`src/rtl/alu_issue_stage.sv`:
```
`default_nettype none
// ============================================================================
//  Module   : alu_issue_stage
//  Purpose  : RV32I decode/issue stage feeding the ALU. Accepts one
//             instruction+PC per handshake, reads rs1/rs2 combinationally,
//             decodes into the ALU control word and operands, and holds them
//             in a single ID/EX slot. Turns the ALU branch result of the
//             issued op into a PC redirect and squashes the wrong-path fetch.
//  Revision : 1.0 - initial release
// ============================================================================
module alu_issue_stage #(
    parameter int XLEN       = 32,      // only 32 is supported
    parameter bit SHAMT_MASK = 1'b1     // 1: shift ops carry only shamt[4:0] in operand_B
) (
    input  logic            clock,
    input  logic            reset_n,
    input  logic            in_valid,
    output logic            in_ready,
    input  logic [31:0]     in_instr,
    input  logic [XLEN-1:0] in_pc,
    output logic [4:0]      rs1_addr,
    output logic [4:0]      rs2_addr,
    input  logic [XLEN-1:0] rs1_data,
    input  logic [XLEN-1:0] rs2_data,
    output logic            ex_valid,
    input  logic            ex_ready,
    output logic [5:0]      ALU_Control,
    output logic [XLEN-1:0] operand_A,
    output logic [XLEN-1:0] operand_B,
    output logic [4:0]      ex_rd,
    output logic            ex_wb_en,
    input  logic            alu_branch,
    output logic            redirect_valid,
    output logic [XLEN-1:0] redirect_pc,
    output logic            illegal
);

    localparam logic [6:0] c_OPC_OP     = 7'b0110011;
    localparam logic [6:0] c_OPC_OPIMM  = 7'b0010011;
    localparam logic [6:0] c_OPC_LUI    = 7'b0110111;
    localparam logic [6:0] c_OPC_AUIPC  = 7'b0010111;
    localparam logic [6:0] c_OPC_BRANCH = 7'b1100011;
    localparam logic [6:0] c_OPC_JAL    = 7'b1101111;
    localparam logic [6:0] c_OPC_JALR   = 7'b1100111;

    localparam logic [1:0] c_CLASS_ARITH = 2'b00;
    localparam logic [1:0] c_CLASS_ALT   = 2'b01;
    localparam logic [1:0] c_CLASS_BR    = 2'b10;
    localparam logic [1:0] c_CLASS_JUMP  = 2'b11;

    // ID/EX slot
    logic            r_ex_valid;
    logic [5:0]      r_alu_ctrl;
    logic [XLEN-1:0] r_op_a;
    logic [XLEN-1:0] r_op_b;
    logic [4:0]      r_rd;
    logic            r_wb_en;
    logic [XLEN-1:0] r_target;
    logic            r_illegal;

    // instruction fields
    logic [6:0]      w_opcode;
    logic [2:0]      w_funct3;
    logic [6:0]      w_funct7;
    logic [4:0]      w_rd_field;
    logic [XLEN-1:0] w_imm_i;
    logic [XLEN-1:0] w_imm_b;
    logic [XLEN-1:0] w_imm_j;
    logic [XLEN-1:0] w_imm_u;
    logic [XLEN-1:0] w_pc_plus4;
    logic            w_is_shift;

    // decode results
    logic            w_legal;
    logic [1:0]      w_class;
    logic [2:0]      w_func;
    logic [XLEN-1:0] w_op_a;
    logic [XLEN-1:0] w_op_b;
    logic [4:0]      w_rd;
    logic            w_wb_en;
    logic [XLEN-1:0] w_target;

    logic            w_redirect;
    logic            w_accept;

    assign w_opcode   = in_instr[6:0];
    assign w_rd_field = in_instr[11:7];
    assign w_funct3   = in_instr[14:12];
    assign w_funct7   = in_instr[31:25];
    assign rs1_addr   = in_instr[19:15];
    assign rs2_addr   = in_instr[24:20];

    assign w_imm_i = {{20{in_instr[31]}}, in_instr[31:20]};
    assign w_imm_b = {{19{in_instr[31]}}, in_instr[31], in_instr[7], in_instr[30:25], in_instr[11:8], 1'b0};
    assign w_imm_j = {{11{in_instr[31]}}, in_instr[31], in_instr[19:12], in_instr[20], in_instr[30:21], 1'b0};
    assign w_imm_u = {in_instr[31:12], 12'd0};

    // pc+4 wraps naturally at the top of the address space
    assign w_pc_plus4 = in_pc + 32'd4;
    assign w_is_shift = (w_funct3 == 3'b001) || (w_funct3 == 3'b101);

    // A redirect is only taken once execute actually consumes the branch/jump,
    // and the instruction fetched alongside it is on the wrong path.
    assign w_redirect = r_ex_valid & ex_ready & r_alu_ctrl[4] & alu_branch;
    assign in_ready   = ~r_ex_valid | ex_ready;
    assign w_accept   = in_valid & in_ready & ~w_redirect;

    // Decode the presented instruction into ALU control, operands and branch target
    always_comb begin
        w_legal  = 1'b0;
        w_class  = c_CLASS_ARITH;
        w_func   = 3'b000;
        w_op_a   = '0;
        w_op_b   = '0;
        w_rd     = 5'd0;
        w_wb_en  = 1'b0;
        w_target = '0;
        case (w_opcode)
            c_OPC_OP: begin
                w_legal = 1'b1;
                w_class = ((w_funct7 == 7'h20) && ((w_funct3 == 3'b000) || (w_funct3 == 3'b101)))
                          ? c_CLASS_ALT : c_CLASS_ARITH;
                w_func  = w_funct3;
                w_op_a  = rs1_data;
                w_op_b  = (SHAMT_MASK && w_is_shift) ? {27'd0, rs2_data[4:0]} : rs2_data;
                w_rd    = w_rd_field;
                w_wb_en = (w_rd_field != 5'd0);
            end
            c_OPC_OPIMM: begin
                w_legal = 1'b1;
                w_class = ((w_funct7 == 7'h20) && (w_funct3 == 3'b101)) ? c_CLASS_ALT : c_CLASS_ARITH;
                w_func  = w_funct3;
                w_op_a  = rs1_data;
                // SLTIU also uses the sign-extended immediate; the ALU compares unsigned
                w_op_b  = (SHAMT_MASK && w_is_shift) ? {27'd0, in_instr[24:20]} : w_imm_i;
                w_rd    = w_rd_field;
                w_wb_en = (w_rd_field != 5'd0);
            end
            c_OPC_LUI: begin
                w_legal = 1'b1;
                w_op_b  = w_imm_u;
                w_rd    = w_rd_field;
                w_wb_en = (w_rd_field != 5'd0);
            end
            c_OPC_AUIPC: begin
                w_legal = 1'b1;
                w_op_a  = in_pc;
                w_op_b  = w_imm_u;
                w_rd    = w_rd_field;
                w_wb_en = (w_rd_field != 5'd0);
            end
            c_OPC_BRANCH: begin
                // funct3 010/011 are not branch conditions in RV32I
                if ((w_funct3 != 3'b010) && (w_funct3 != 3'b011)) begin
                    w_legal  = 1'b1;
                    w_class  = c_CLASS_BR;
                    w_func   = w_funct3;
                    w_op_a   = rs1_data;
                    w_op_b   = rs2_data;
                    w_target = in_pc + w_imm_b;
                end
            end
            c_OPC_JAL: begin
                w_legal  = 1'b1;
                w_class  = c_CLASS_JUMP;
                w_op_a   = w_pc_plus4;
                w_rd     = w_rd_field;
                w_wb_en  = (w_rd_field != 5'd0);
                w_target = in_pc + w_imm_j;
            end
            c_OPC_JALR: begin
                w_legal  = 1'b1;
                w_class  = c_CLASS_JUMP;
                w_op_a   = w_pc_plus4;
                w_rd     = w_rd_field;
                w_wb_en  = (w_rd_field != 5'd0);
                w_target = (rs1_data + w_imm_i) & ~32'd1;
            end
            default: ;
        endcase
    end

    // ID/EX slot: load on accept (illegal ops load as a bubble), empty when drained
    always_ff @(posedge clock or negedge reset_n) begin
        if (!reset_n) begin
            r_ex_valid <= 1'b0;
            r_alu_ctrl <= 6'd0;
            r_op_a     <= '0;
            r_op_b     <= '0;
            r_rd       <= 5'd0;
            r_wb_en    <= 1'b0;
            r_target   <= '0;
            r_illegal  <= 1'b0;
        end else begin
            if (w_accept) begin
                r_ex_valid <= w_legal;
                r_alu_ctrl <= {1'b0, w_class, w_func};
                r_op_a     <= w_op_a;
                r_op_b     <= w_op_b;
                r_rd       <= w_rd;
                r_wb_en    <= w_wb_en;
                r_target   <= w_target;
                if (!w_legal) begin
                    r_illegal <= 1'b1;
                end
            end else if (ex_ready) begin
                r_ex_valid <= 1'b0;
            end
        end
    end

    assign ex_valid       = r_ex_valid;
    assign ALU_Control    = r_alu_ctrl;
    assign operand_A      = r_op_a;
    assign operand_B      = r_op_b;
    assign ex_rd          = r_rd;
    assign ex_wb_en       = r_wb_en;
    assign redirect_valid = w_redirect;
    assign redirect_pc    = r_target;
    assign illegal        = r_illegal;

endmodule
`default_nettype wire

```
`config.mk`:
```
export PLATFORM = sky130hd
export DESIGN_NAME = alu_issue_stage
export DESIGN_NICKNAME = d
export VERILOG_FILES = /design/src/rtl/alu_issue_stage.sv
export SDC_FILE = /design/constraint.sdc
export NUM_CORES = 1
export LEC_CHECK = 0
export CORE_ASPECT_RATIO = 1.4
export CORE_MARGIN = 2
export CORE_UTILIZATION = 56
export CTS_BUF_LIST = sky130_fd_sc_hd__clkbuf_8
export CTS_CLUSTER_DIAMETER = 30
export DETAILED_ROUTE_END_ITERATION = 12
export PLACE_DENSITY = 0.95
export SYNTH_ARGS = -nofsm -noshare
export SYNTH_HDL_FRONTEND = slang
export SYNTH_SLANG_ARGS = --single-unit
```
`constraint.sdc`:
```
create_clock -name clock -period 2.75 [get_ports clock]
set_clock_uncertainty 0.1 [all_clocks]
set_input_delay 0.6875 -clock clock [delete_from_list [all_inputs] [get_ports clock]]
set_output_delay 0.6875 -clock clock [all_outputs]
set_load 0.03 [all_outputs]
```
==> metrics.md, run 1 <==
| Metric | Value |
|---|---|
| Hold Buf Count CTS | 0 |
| Max clock buf depth | 2 |
| Synth unique cells | 87 |
| Ys async rst share | 100% |
| Last stage | clock tree synthesis (4_1_cts) |
| CTS Buf Count | 9 |
| Synth Area in Compound Gates | 33.6% |
| Yosys warning total | 0 |
| Resized cells post-CTS | 357 |
| Error Message | [ERROR DPL-0033] detailed placement checks failed during check placement. |
| Starting Density | 57.4% |
| Sequential area share after synthesis | 27.2% |
| Post-Synth Simple-Gate Area | 19.9% |
| Die extent in x | 117 µm |
| Placer Congestion | 1.04 |
| Root buffer cell | clkbuf_8 |
| Status | aborted with a tool error |
| Row count | 57 |
| Post-CTS Setup Bufs | 47 |
| Top FF cell, synth | dfrtp_1 |
| Post-synth net total | 1492 |
| Synth Instances | 1282 |
| Seq cells post-synth | 109 |
| Ports | 255 |
| Mapped Avg Cell Area | 7.83 µm² |
| Port Buf Inserts | 253 |
| Multiplexer share of the synthesized area | 0.399% |
| Adder-Cell Fraction of Synth Area | 9.83% |
| H-tree levels | 3 |
| Post-synth EDFFs | 0 |
| DP Wirelength | 44300 µm |
| Placed cell count | 2069 |
| Clock Sinks | 109 |
| Synth Cell Area | 10000 µm² |
| Xor/xnor cell area share of the yosys netlist | 4.98% |
| Die H | 162 µm |
| Largest family of logic cells by synthesized area | compound AO/OA/AOI/OAI gates |
## cell usage after synthesis (4+ instances only)
cell / count / share of area (%)
o21ai_1: 10 / 0.50
and2_1: 12 / 0.75
and3_1: 20 / 1.2
a211oi_1: 16 / 1.2
o21ai_0: 173 / 8.6
nor2_1: 70 / 2.6
xnor2_1: 30 / 2.6
clkbuf_1: 54 / 2.0
a21o_1: 42 / 3.1
nand2b_1: 13 / 0.81
a31oi_1: 13 / 0.81
a21boi_0: 7 / 0.52
or3_1: 5 / 0.31
inv_1: 24 / 0.90
dfrtp_1: 109 / 27
o31ai_1: 9 / 0.67
nor4_1: 12 / 0.75
nand4_1: 22 / 1.4
mux2i_1: 4 / 0.40
o211ai_1: 6 / 0.45
o21bai_1: 10 / 0.75
buf_4: 11 / 0.82
a221oi_1: 36 / 3.1
xor2_1: 27 / 2.4
nand3_1: 28 / 1.4
a222oi_1: 5 / 0.50
nand2_1: 193 / 7.2
nor2b_1: 7 / 0.44
nor3_1: 15 / 0.75
o21a_1: 7 / 0.52
o22ai_1: 8 / 0.50
a221o_1: 7 / 0.70
a21oi_1: 94 / 4.7
buf_2: 6 / 0.30
and4_1: 4 / 0.35
ha_1: 74 / 9.2
a22oi_1: 22 / 1.6
## metrics by stage
stage	setup TNS [ps]	instance area, µm²	setup WS (ps)	utilization [%]
floorplan	-944	10400	-215	-
global placement	-42510	15800	-953	90.3
detailed placement	-59230	15800	-1240	90.3
## logic make-up after synthesis
| kind of cell | count (synthesis) |
|---|---|
| compound gates | 516 |
| simple gates | 421 |
| flops | 109 |
| buf+inv | 97 |
| fa+ha+maj | 77 |
| xor+xnor | 57 |
| mux | 4 |
| other cells | 1 |
==> run 2, diff against run 1 <==
==> config.mk (replaced) <==
export PLATFORM = sky130hd
export DESIGN_NAME = alu_issue_stage
export DESIGN_NICKNAME = d
export VERILOG_FILES = /design/src/rtl/alu_issue_stage.sv
export SDC_FILE = /design/constraint.sdc
export NUM_CORES = 1
export LEC_CHECK = 0
export CORE_MARGIN = 2
export CORE_UTILIZATION = 40
export DETAILED_ROUTE_END_ITERATION = 12
export PLACE_DENSITY_LB_ADDON = 0.15
export SYNTH_ARGS = -nofsm -noshare
export SYNTH_HDL_FRONTEND = slang
export SYNTH_SLANG_ARGS = --single-unit
==> run 2 against run 1 <==
  * The flow now finishes, with violations (negative setup slack)
  * Area after synthesis stayed put
  * Synthesized cell count did not move
==> metrics.md, run 2 <==
| Metric | Value |
|---|---|
| Switching Fraction | 36.7% |
| H-tree levels | 3 (unchanged) |
| Root buffer cell | clkbuf_16 |
| Pins Over Slew Limit | 0 |
| Clk Latency, worst-skew pair | 360 ps |
| Mapped Avg Cell Area | 7.83 µm² (unchanged) |
| GRT Residual Overflow | 0 |
| Adder-Cell Fraction of Synth Area | 9.83% (unchanged) |
| First-pass GRT wire length | 72000 µm |
| Ports | 255 (unchanged) |
| CP required | 2910 ps |
| Fin crit period | 2930 ps |
| Synth Cell Area | 10000 µm² (unchanged) |
| Leading area contributor after synthesis | dfrtp_1 |
| Largest family of logic cells by synthesized area | compound AO/OA/AOI/OAI gates |
| Switching power total | 2170 µW |
| Cell with the most instances after synthesis | nand2_1 |
| Gate power share | 47.8% |
| Drt drc | 0 |
| Post-route clock period utilization | 107% |
| R2r startpoint | ALU_Control[4]$_DFFE_PN0P_ |
| Least-Margin Pin Slew | 546 ps |
| Clock Sinks | 109 (unchanged) |
| DRT antenna net count | 0 |
| Worst setup EP type | register |
| FF+latch area | 2730 µm² |
| Starting Density | 41.0% (-16 points) |
| Core Region | 24500 µm² |
| Top FF cell, synth | dfrtp_1 |
| Reg power frac | 27.7% |
| Crit path from | rs1_data[22] |
| Initial antenna violation count | 1 |
| Vias in the first global route | 13300 |
| Worst flop-to-flop path endpoint | redirect_pc[23]$_DFFE_PN0P_ |
| Row count | 57 (unchanged) |
| Iter 0 DRT Violations | 1120 |
| Worst R2R Setup Slack | 680 ps |
| Hold Buf Count CTS | 0 (unchanged) |
| Synth Instances | 1282 (unchanged) |
| Status | complete, but fails checks |
| Fillers | 1789 |
| Synth cell count leaders | nand2_1, o21ai_0, dfrtp_1, a21oi_1, ha_1 |
| Setup TNS | -1690 ps |
| Seq cells post-synth | 109 (unchanged) |
| Final hold vios | 0 |
| Placer Congestion | 1.02 (-1.8%) |
| Vias | 13500 |
| Endpoints failing setup | 15 |
| Final nets | 2141 |
| Pwr/cell area | 323 nW/µm² |
| DP Wirelength | 35700 µm (-19%) |
| Post-synth top area share | 27.2% (unchanged) |
| Port Buf Inserts | 253 (unchanged) |
| CP arrival | 3090 ps |
| Synth Area in Compound Gates | 33.6% (unchanged) |
| Vias per std cell | 5.97 |
| P&R area growth vs syn | 82.9% |
| Die H | 162 µm (unchanged) |
| Commonest cells after routing, fill and taps aside | buf_4, nand2_1, clkdlybuf4s50_1 |
| Synth unique cells | 87 (unchanged) |
| Multi-input gate area | 8460 µm² |
| Max clock buf depth | 2 (unchanged) |
| Setup crit end | redirect_pc[29]$_DFFE_PN0P_ |
| Xor/xnor cell area share of the yosys netlist | 4.98% (unchanged) |
| Post-Synth Simple-Gate Area | 19.9% (unchanged) |
| Yosys warning total | 0 (unchanged) |
| Post-synth EDFFs | 0 (unchanged) |
| Sequential area share after synthesis | 27.2% (unchanged) |
| Die extent in x | 162 µm (+39%) |
| Crit path kind | input port to register |
| Crit path max fanout | 2 |
| Die area | 26400 µm² |
| Drt pass-1 iters | 5 |
| Reg clk slew, reported paths | 80 ps |
| Max-cap violations | 0 |
| RSZ-0062 raised after global routing | true |
| Cell internal pwr | 3760 µW |
| Share of layout cells above drive strength 1 | 38.4% |
| CTS Buf Count | 9 (unchanged) |
| Ys async rst share | 100% (unchanged) |
| Cells on worst reg2reg path | 8 |
| Pre-CTS WS | -1100 ps (+139 ps) |
| Largest net degree at the start of global routing | 76 |
| GRT Total Usage | 34.9% |
| Post-synth net total | 1492 (unchanged) |
| Routed Wire Length | 48400 µm |
| CTS tree | built |
| Static Leak | 0.00803 µW |
| Slew headroom | 63.5% |
| Final worst slack | -180 ps |
| Multiplexer share of the synthesized area | 0.399% (unchanged) |
| Critical Path Source Type | input port |
| Commonest non-fill, non-tap cell in the layout | buf_4 |
| Avg WL per Cell | 21.4 µm |
| Tightest Hold Check Type | input port to async pin |
| F_max | 0.341 GHz |
| Max IR drop VDD | 237 µV |
| Failing checks | negative setup slack |
| Synth top area cells | dfrtp_1, ha_1, o21ai_0 |
| Clock Power Share | 24.5% |
[run 2: cell counts after synthesis]
No cell type changed its count.
[run 2: kinds of logic (layout without fill, tap and decap cells)]
group / count (synthesis) / count (layout)
AND/OR/NAND/NOR: 421 / 421
other: 1 / 2
AO/OA/AOI/OAI: 516 / 516
flip-flops: 109 / 109
XOR/XNOR: 57 / 57
multiplexers: 4 / 4
adder cells (fa/ha/maj): 77 / 77
buffers and inverters: 97 / 751
[run 2: worst max-delay path, stage by stage]
cell	delay, ps
clkdlybuf4s50_1	530
ha_1	270
a21oi_2	170
o21bai_1	80
a21oi_1	210
o21ai_0	140
a21oi_2	190
o31ai_4	100
a21o_1	210
xor2_1	160
a221o_1	330
[run 2: through the flow]
stage / instances / utilization (%) / hold slack, ps / total power (µW) / instance area (µm²)
final: 2261 / 75.0 / 142 / 5930 / 18400
after global routing: 2260 / 75.0 / 161 / 6160 / 18400
after CTS: 2238 / 71.6 / 145 / 5660 / 17500
after detailed placement: 2182 / 65.9 / 362 / 3950 / 16100
after global placement: 2182 / 65.9 / 361 / 3930 / 16100
after floorplan: 1282 / - / 292 / 2720 / 10400
[run 2: area by class of cell]
cell class / count / area share (%)
clock buffer: 10 / 1.25
tap: 324 / 2.21
sequential: 109 / 14.9
inverter: 24 / 0.559
clock inverter: 6 / 0.429
timing repair buffer: 711 / 34.6
multi-input combinational: 1076 / 46.1
antenna: 1 / 0.0136
[run 2: layer usage]
layer	vias up	GRT usage, %	wire length (µm)
met5	-	0	0
met4	0	20.2	3670
met3	202	4.30	3190
met2	675	61.5	23200
met1	6504	41.0	18400
li1	6121	-	-
[run 2: power groups by stage]
stage          combinational (µW)  sequential, µW  clock (µW)
3_3_place_gp                 2250            1670           0
5_1_grt                      2990            1640        1530
4_1_cts                      2560            1640        1460
2_1_floorplan                1010            1710           0
3_5_place_dp                 2280            1670           0
6_report                     2840            1640        1450
[run 2: how the worst min path moves through the flow]
stage / startpoint / to / slack [ps] / cells past startpoint
3_3_place_gp: redirect_pc[2]$_DFFE_PN0P_ / redirect_pc[2]$_DFFE_PN0P_ / 360 / 2
5_1_grt: reset_n / ALU_Control[2]$_DFFE_PN0P_ / 160 / 1
4_1_cts: reset_n / ALU_Control[2]$_DFFE_PN0P_ / 140 / 1
2_1_floorplan: reset_n / ALU_Control[0]$_DFFE_PN0P_ / 290 / 0
3_5_place_dp: illegal$_DFFE_PN0P_ / illegal$_DFFE_PN0P_ / 360 / 1
6_report: reset_n / ALU_Control[2]$_DFFE_PN0P_ / 140 / 1
[run 2: what timing repair did]
action / CTS / global route
setup endpoints to repair: 55 / 74
pin swaps: 106 / 95
cloned: 0 / 4
buffers inserted: 43 / 21
endpoints found under the hold margin: 0 / 0
resized for setup: 325 / 170
Note: power is estimated with default switching activity, not from simulation.
==> run 3, diff against run 2 <==
--- a/config.mk
+++ b/config.mk
@@ -5,7 +5,6 @@
 export SDC_FILE = /design/constraint.sdc
 export NUM_CORES = 1
 export LEC_CHECK = 0
-export CORE_MARGIN = 2
 export CORE_UTILIZATION = 40
 export DETAILED_ROUTE_END_ITERATION = 12
 export PLACE_DENSITY_LB_ADDON = 0.15
==> run 3 against run 2 <==
  * The run still ends with negative setup slack left
  * Utilization fell by 1.4 points
  * Critical path type unchanged
  * Critical endpoint is now redirect_pc[27]$_DFFE_PN0P_
  * Clock power fell by 6%
  * Hold slack improved by 31 ps
==> metrics.md, run 3 (synthesis gave the netlist of run 2 again) <==
| Metric | Value |
|---|---|
| Status | complete, but fails checks |
| Failing checks | negative setup slack |
| Reg clk slew, reported paths | 80 ps (about the same) |
| Commonest cells after routing, fill and taps aside | buf_4, nand2_1, clkdlybuf4s50_1 |
| R2r startpoint | ALU_Control[4]$_DFFE_PN0P_ |
| Port Buf Inserts | 253 (unchanged) |
| Crit path from | in_pc[1] |
| Fin crit period | 2960 ps (+30.1 ps) |
| Critical Path Source Type | input port |
| Total power draw | 5760 µW (-2.8%) |
| Iter 0 DRT Violations | 1102 (-1.6%) |
| Vias per std cell | 5.86 (-1.8%) |
| Max clock buf depth | 2 (unchanged) |
| Commonest non-fill, non-tap cell in the layout | buf_4 |
| Post-route clock period utilization | 108% (+1.1 points) |
| Share of layout cells above drive strength 1 | 38.1% (-0.33 points) |
| DP Wirelength | 35900 µm (+0.38%) |
| Pwr/cell area | 320 nW/µm² (-0.90%) |
| Worst setup EP type | register |
| Clock Sinks | 109 (unchanged) |
| Vias | 13100 (-2.9%) |
| Max-cap violations | 0 (unchanged) |
| Starting Density | 41.0% (unchanged) |
| Endpoints failing setup | 14 (-1) |
| Cells on worst reg2reg path | 9 (+1) |
| Static Leak | 0.00780 µW (-2.8%) |
| Ant. Diodes | 0 (-1) |
| Core Region | 24500 µm² (unchanged) |
| CP required | 2920 ps (about the same) |
| Slew headroom | 61.5% (-2.0 points) |
| P&R area growth vs syn | 79.4% |
| Row count | 57 (unchanged) |
| Hold Buf Count CTS | 0 (unchanged) |
| Root buffer cell | clkbuf_16 |
| Drt pass-1 iters | 5 (unchanged) |
| Vias in the first global route | 12900 (-2.7%) |
| Placer Congestion | 0.985 (-3.5%) |
| Crit path max fanout | 3 (+1) |
| Tightest Hold Check Type | input port to async pin |
| Pre-CTS WS | -1110 ps (-10.5 ps) |
| First-pass GRT wire length | 70100 µm (-2.6%) |
| CTS Buf Count | 9 (unchanged) |
| H-tree levels | 3 (unchanged) |
| GRT Residual Overflow | 0 (unchanged) |
| Die area | 25700 µm² (-2.4%) |
| Final hold vios | 0 (unchanged) |
| Crit path kind | input port to register |
| Die H | 160 µm (-1.2%) |
| RSZ-0062 raised after global routing | true |
| Largest net degree at the start of global routing | 90 (+18%) |
| Ports | 255 (unchanged) |
| Max IR drop VDD | 271 µV (+14%) |
| Worst flop-to-flop path endpoint | redirect_pc[28]$_DFFE_PN0P_ |
| Routed Wire Length | 47000 µm (-2.9%) |
| DRT antenna net count | 0 (unchanged) |
| Worst R2R Setup Slack | 680 ps (about the same) |
| Final nets | 2116 (-1.2%) |
| Final worst slack | -210 ps (-30.1 ps) |
| Avg WL per Cell | 21.0 µm (-1.8%) |
| CTS tree | built |
| Initial antenna violation count | 0 (-1) |
| GRT Total Usage | 35.2% (+0.27 points) |
| F_max | 0.338 GHz (-1.0%) |
| Pins Over Slew Limit | 0 (unchanged) |
| CP arrival | 3130 ps (+40 ps) |
| Least-Margin Pin Slew | 575 ps (+29.2 ps) |
| Die extent in x | 160 µm (-1.2%) |
| Drt drc | 0 (unchanged) |
| Clk Latency, worst-skew pair | 360 ps (about the same) |
==> run 3: how the worst max path moves through the flow <==
stage,end,slack (ps),depth (start not counted)
2_1_floorplan,redirect_pc[23]$_DFFE_PN0P_,-220,11
3_3_place_gp,redirect_pc[30]$_DFFE_PN0P_,-1060,13
3_5_place_dp,redirect_pc[30]$_DFFE_PN0P_,-1110,13
4_1_cts,redirect_pc[27]$_DFFE_PN0P_,-180,13
5_1_grt,redirect_pc[27]$_DFFE_PN0P_,-290,13
6_report,redirect_pc[27]$_DFFE_PN0P_,-210,13
==> run 3: worst max-delay path: stages <==
cell	delay, ps
buf_8	110
ha_4	170
fa_2	390
nand3_4	120
a211oi_4	80
o41ai_4	390
o211a_4	250
nor2_4	60
buf_6	110
a21o_1	200
a2111oi_4	340
a21oi_1	90
o211ai_1	130
==> run 3: cell type report <==
class	count	area, µm²
tap	324	405
clock buffer	10	229
fill	1868	6460
sequential	109	2730
timing repair buffer	686	5980
multi-input combinational	1076	8500
inverter	24	105
clock inverter	6	56.3
==> run 3: metrics by stage <==
stage          utilization (%)  std cells  setup TNS, ps  hold WS (ps)  instance area, µm²
2_1_floorplan                -       1282           -944           292               10400
4_1_cts                   70.1       2208          -1250           177               17100
3_5_place_dp              65.5       2179         -46620           369               16000
6_report                  73.6       2235          -1130           173               18000
5_1_grt                   73.6       2235          -2900           206               18000
3_3_place_gp              65.5       2179         -44650           361               16000
==> run 3: what timing repair did <==
| action | in CTS | in global routing |
|---|---|---|
| gates cloned | 0 | 0 |
| gates resized for setup | 316 | 183 |
| setup endpoints to repair | 46 | 77 |
| setup buffers | 15 | 31 |
| pin swaps | 98 | 128 |
==> run 3: power by group <==
part           switching, µW  leakage (µW)  internal [µW]
Clock                    720      0.000137            636
Combinational           1400       0.00616           1360
Sequential              18.1       0.00151           1620
Total                   2140       0.00780           3620
==> run 3: per-layer routing <==
layer / part of all wire [%] / track usage [%]
met4: 6.5 / 21.3
met5: 0 / 0
met3: 6.3 / 5.11
met1: 38 / 41.1
met2: 49 / 60.9
==> run 4, diff against run 3 <==
--- a/config.mk
+++ b/config.mk
@@ -8,6 +8,7 @@
 export CORE_UTILIZATION = 40
 export DETAILED_ROUTE_END_ITERATION = 12
 export PLACE_DENSITY_LB_ADDON = 0.15
+export SETUP_SLACK_MARGIN = 0.4
 export SYNTH_ARGS = -nofsm -noshare
 export SYNTH_HDL_FRONTEND = slang
 export SYNTH_SLANG_ARGS = --single-unit
==> constraint.sdc (replaced) <==
create_clock -name clock -period 2.61 [get_ports clock]
set_clock_uncertainty 0.1 [all_clocks]
set_input_delay 0.6525 -clock clock [delete_from_list [all_inputs] [get_ports clock]]
set_output_delay 0.6525 -clock clock [all_outputs]
set_load 0.03 [all_outputs]
==> run 4 against run 3 <==
  * The flow still finishes with violations (negative setup slack)
  * First-iteration DRC count rose by 1.8%
  * Sequential share of layout area is 0.85 points lower
  * Register-to-register slack got worse by 260 ps
  * Critical path depth increased by 1
  * Routed wire length rose by 8.9%
  * Die area unchanged
  * Worst setup slack got worse by 230 ps
  * Sequential cell count unchanged
  * Sequential power increased by 5%
  * Count of clock-buffer cells in the layout did not move
  * Clock power is 14% higher
  * Utilization rose by 4.4 points
  * Critical path type unchanged
  * Largest cell class unchanged
==> metrics.md, run 4 (synthesis gave the netlist of run 2 again) <==
| Metric | Value |
|---|---|
| Vias per std cell | 5.97 (+1.8%) |
| Die H | 160 µm (unchanged) |
| Reg power frac | 27.3% (-1.2 points) |
| Setup TNS | -4610 ps (-3480 ps) |
| Fin crit period | 3050 ps |
| Final worst slack | -438 ps (-228 ps) |
| Status | complete, but fails checks |
| WP depth | 14 (+1) |
| Worst hold margin | 244 ps (+71.4 ps) |
| H-tree levels | 3 (unchanged) |
| Crit path max fanout | 4 (+1) |
| Die area | 25700 µm² (unchanged) |
| Crit path kind | input port to register |
| Critical Path Source Type | input port |
| Worst setup EP type | register |
| Starting Density | 41.0% (unchanged) |
| RSZ-0062 raised after global routing | true |
| Post-Layout Inst Area | 19100 µm² (+5.9%) |
| Cell Chain, Critical Path | buf_8, buf_6, ha_4, fa_2, nand3_4, a211oi_4, nor4_4, o21ai_4, a31oi_4, o21bai_1, mux2i_1, a31oi_4, buf_6, a221o_1 |
| DRT antenna net count | 0 (unchanged) |
| Max stage delay cell, worst path | fa_2 |
| Die extent in x | 160 µm (unchanged) |
| Slew headroom | 54.4% (-7.1 points) |
| Hold Buf Count CTS | 0 (unchanged) |
| Worst R2R Setup Slack | 420 ps (-260 ps) |
| Vias | 13600 (+4.0%) |
| Vias in the first global route | 13400 (+3.9%) |
| P&R area growth vs syn | 90.0% |
| Cell internal pwr | 3980 µW (+9.9%) |
| Top delay family on crit path | compound AO/OA/AOI/OAI gates |
| Max-cap violations | 0 (unchanged) |
| Pins Over Slew Limit | 0 (unchanged) |
| Initial antenna violation count | 0 (unchanged) |
| F_max | 0.328 GHz |
| Finished Layout Cells | 2283 (+2.1%) |
| Commonest non-fill, non-tap cell in the layout | buf_4 |
| Static Leak | 0.00841 µW (+7.8%) |
| Final hold vios | 0 (unchanged) |
| Avg WL per Cell | 22.4 µm (+6.6%) |
| Cells on worst reg2reg path | 9 (unchanged) |
| Failing checks | negative setup slack |
| Largest net degree at the start of global routing | 110 (+22%) |
| Root buffer cell | clkbuf_16 |
| Drt drc | 0 (unchanged) |
| Pwr/cell area | 332 nW/µm² (+3.8%) |
| DP Wirelength | 35400 µm (-1.2%) |
| GRT Residual Overflow | 0 (unchanged) |
| Clock Power Share | 24.5% (+1.0 points) |
| Placed Instance Area | 16500 µm² (+2.9%) |
| CTS tree | built |
| Switching Fraction | 37.2% (about the same) |
| Port Buf Inserts | 253 (unchanged) |
| Routed Wire Length | 51200 µm (+8.9%) |
| Switching power total | 2360 µW (+10%) |
| Max clock buf depth | 2 (unchanged) |
| CP peak stage delay | 370 ps (-20 ps) |
| Core Region | 24500 µm² (unchanged) |
| Least-Margin Pin Slew | 682 ps (+107 ps) |
| Row count | 57 (unchanged) |
| First-pass GRT wire length | 73700 µm (+5.1%) |
| Reg clk slew, reported paths | 90 ps (about the same) |
| Final nets | 2164 (+2.3%) |
| Commonest cells after routing, fill and taps aside | buf_4, nand2_1, clkdlybuf4s50_1 |
| CP required | 2770 ps (-150 ps) |
| Share of layout cells above drive strength 1 | 42.8% (+4.7 points) |
| Post-route clock period utilization | 117% |
| WP buf/inv | 3 (+1) |
| Pre-CTS WS | -1210 ps (-101 ps) |
| Ant. Diodes | 0 (unchanged) |
| Endpoints failing setup | 23 (+9) |
| Clk Latency, worst-skew pair | 370 ps (about the same) |
| Fillers | 1660 (-11%) |
| GRT Total Usage | 37.0% (+1.8 points) |
| Placer Congestion | 0.955 (-3.0%) |
| Max IR drop VDD | 266 µV (-1.8%) |
| CTS Buf Count | 9 (unchanged) |
| Drt pass-1 iters | 6 (+1) |
| Clock Sinks | 109 (unchanged) |
| Gate power share | 48.3% (+0.3 points) |
| Ports | 255 (unchanged) |
| Placed cell count | 2179 (unchanged) |
| Tightest Hold Check Type | input port to async pin |
| Iter 0 DRT Violations | 1122 (+1.8%) |
| CP arrival | 3210 ps (+80 ps) |
run 4: cell types whose count changed in the layout (fill, tap and decap cells not counted), moves of 9 or more:
cell             before  now
buf_4               405  424
a221oi_1             30    5
dlygate4sd2_1        23   38
o21ai_1              28   85
buf_2                 7   16
a221oi_2              6   28
o21ai_0             137   74
o21ai_2              12   21
buf_6                37   54
clkdlybuf4s50_1     173  147
run 4: path summary, 6_finish.rpt:
check / start / end
worst max-delay path: in_instr[21] / redirect_pc[29]$_DFFE_PN0P_
worst max register to register: ALU_Control[4]$_DFFE_PN0P_ / redirect_pc[31]$_DFFE_PN0P_
worst min register to register: redirect_pc[4]$_DFFE_PN0P_ / redirect_pc[4]$_DFFE_PN0P_
min in group clock: redirect_pc[4]$_DFFE_PN0P_ / redirect_pc[4]$_DFFE_PN0P_
worst min-delay path: reset_n / ex_rd[1]$_DFFE_PN0P_
max in group asynchronous: reset_n / operand_A[27]$_DFFE_PN0P_
run 4: final cells by class:
cell class / count / area [µm²] / share of cell area [%]
sequential: 109 / 2730 / 14.3
clock inverter: 6 / 81.3 / 0.427
inverter: 24 / 100 / 0.525
multi-input combinational: 1076 / 8960 / 47.0
tap: 324 / 405 / 2.13
clock buffer: 10 / 229 / 1.20
timing repair buffer: 734 / 6570 / 34.4
run 4: power groups by stage:
| stage | Clock, µW | Sequential (µW) | Combinational, µW |
|---|---|---|---|
| 5_1_grt | 1600 | 1730 | 3220 |
| 3_5_place_dp | 0 | 1760 | 2450 |
| 4_1_cts | 1560 | 1730 | 2770 |
| 6_report | 1550 | 1730 | 3060 |
| 2_1_floorplan | 0 | 1800 | 1100 |
| 3_3_place_gp | 0 | 1760 | 2440 |
run 4: worst register-to-register path: cells and delay by family (launching register included):
family / cells / cell delay, ps
AO/OA/AOI/OAI: 3 / 640
buffers and inverters: 3 / 490
AND/OR/NAND/NOR: 3 / 430
flip-flops: 1 / 390
run 4: per-stage QoR:
step	util [%]	power (µW)
2_1_floorplan	-	2900
3_3_place_gp	67.4	4200
3_5_place_dp	67.4	4210
4_1_cts	74.5	6050
5_1_grt	78.0	6560
6_report	78.0	6340
run 4: layer usage:
metal	global-route usage, %	routed length [µm]	vias to the layer above
met5	0	0	-
met4	26.8	4050	0
met3	5.40	3380	218
met2	62.1	24300	665
met1	43.3	19400	6590
li1	-	-	6157
run 4: what timing repair did:
| item | 4_1_cts | 5_1_grt |
|---|---|---|
| hold endpoints to repair | 0 | 0 |
| gates resized for setup | 428 | 165 |
| gates cloned | 4 | 2 |
| pin swaps | 135 | 115 |
| setup endpoints to repair | 133 | 96 |
| buffers inserted | 52 | 30 |
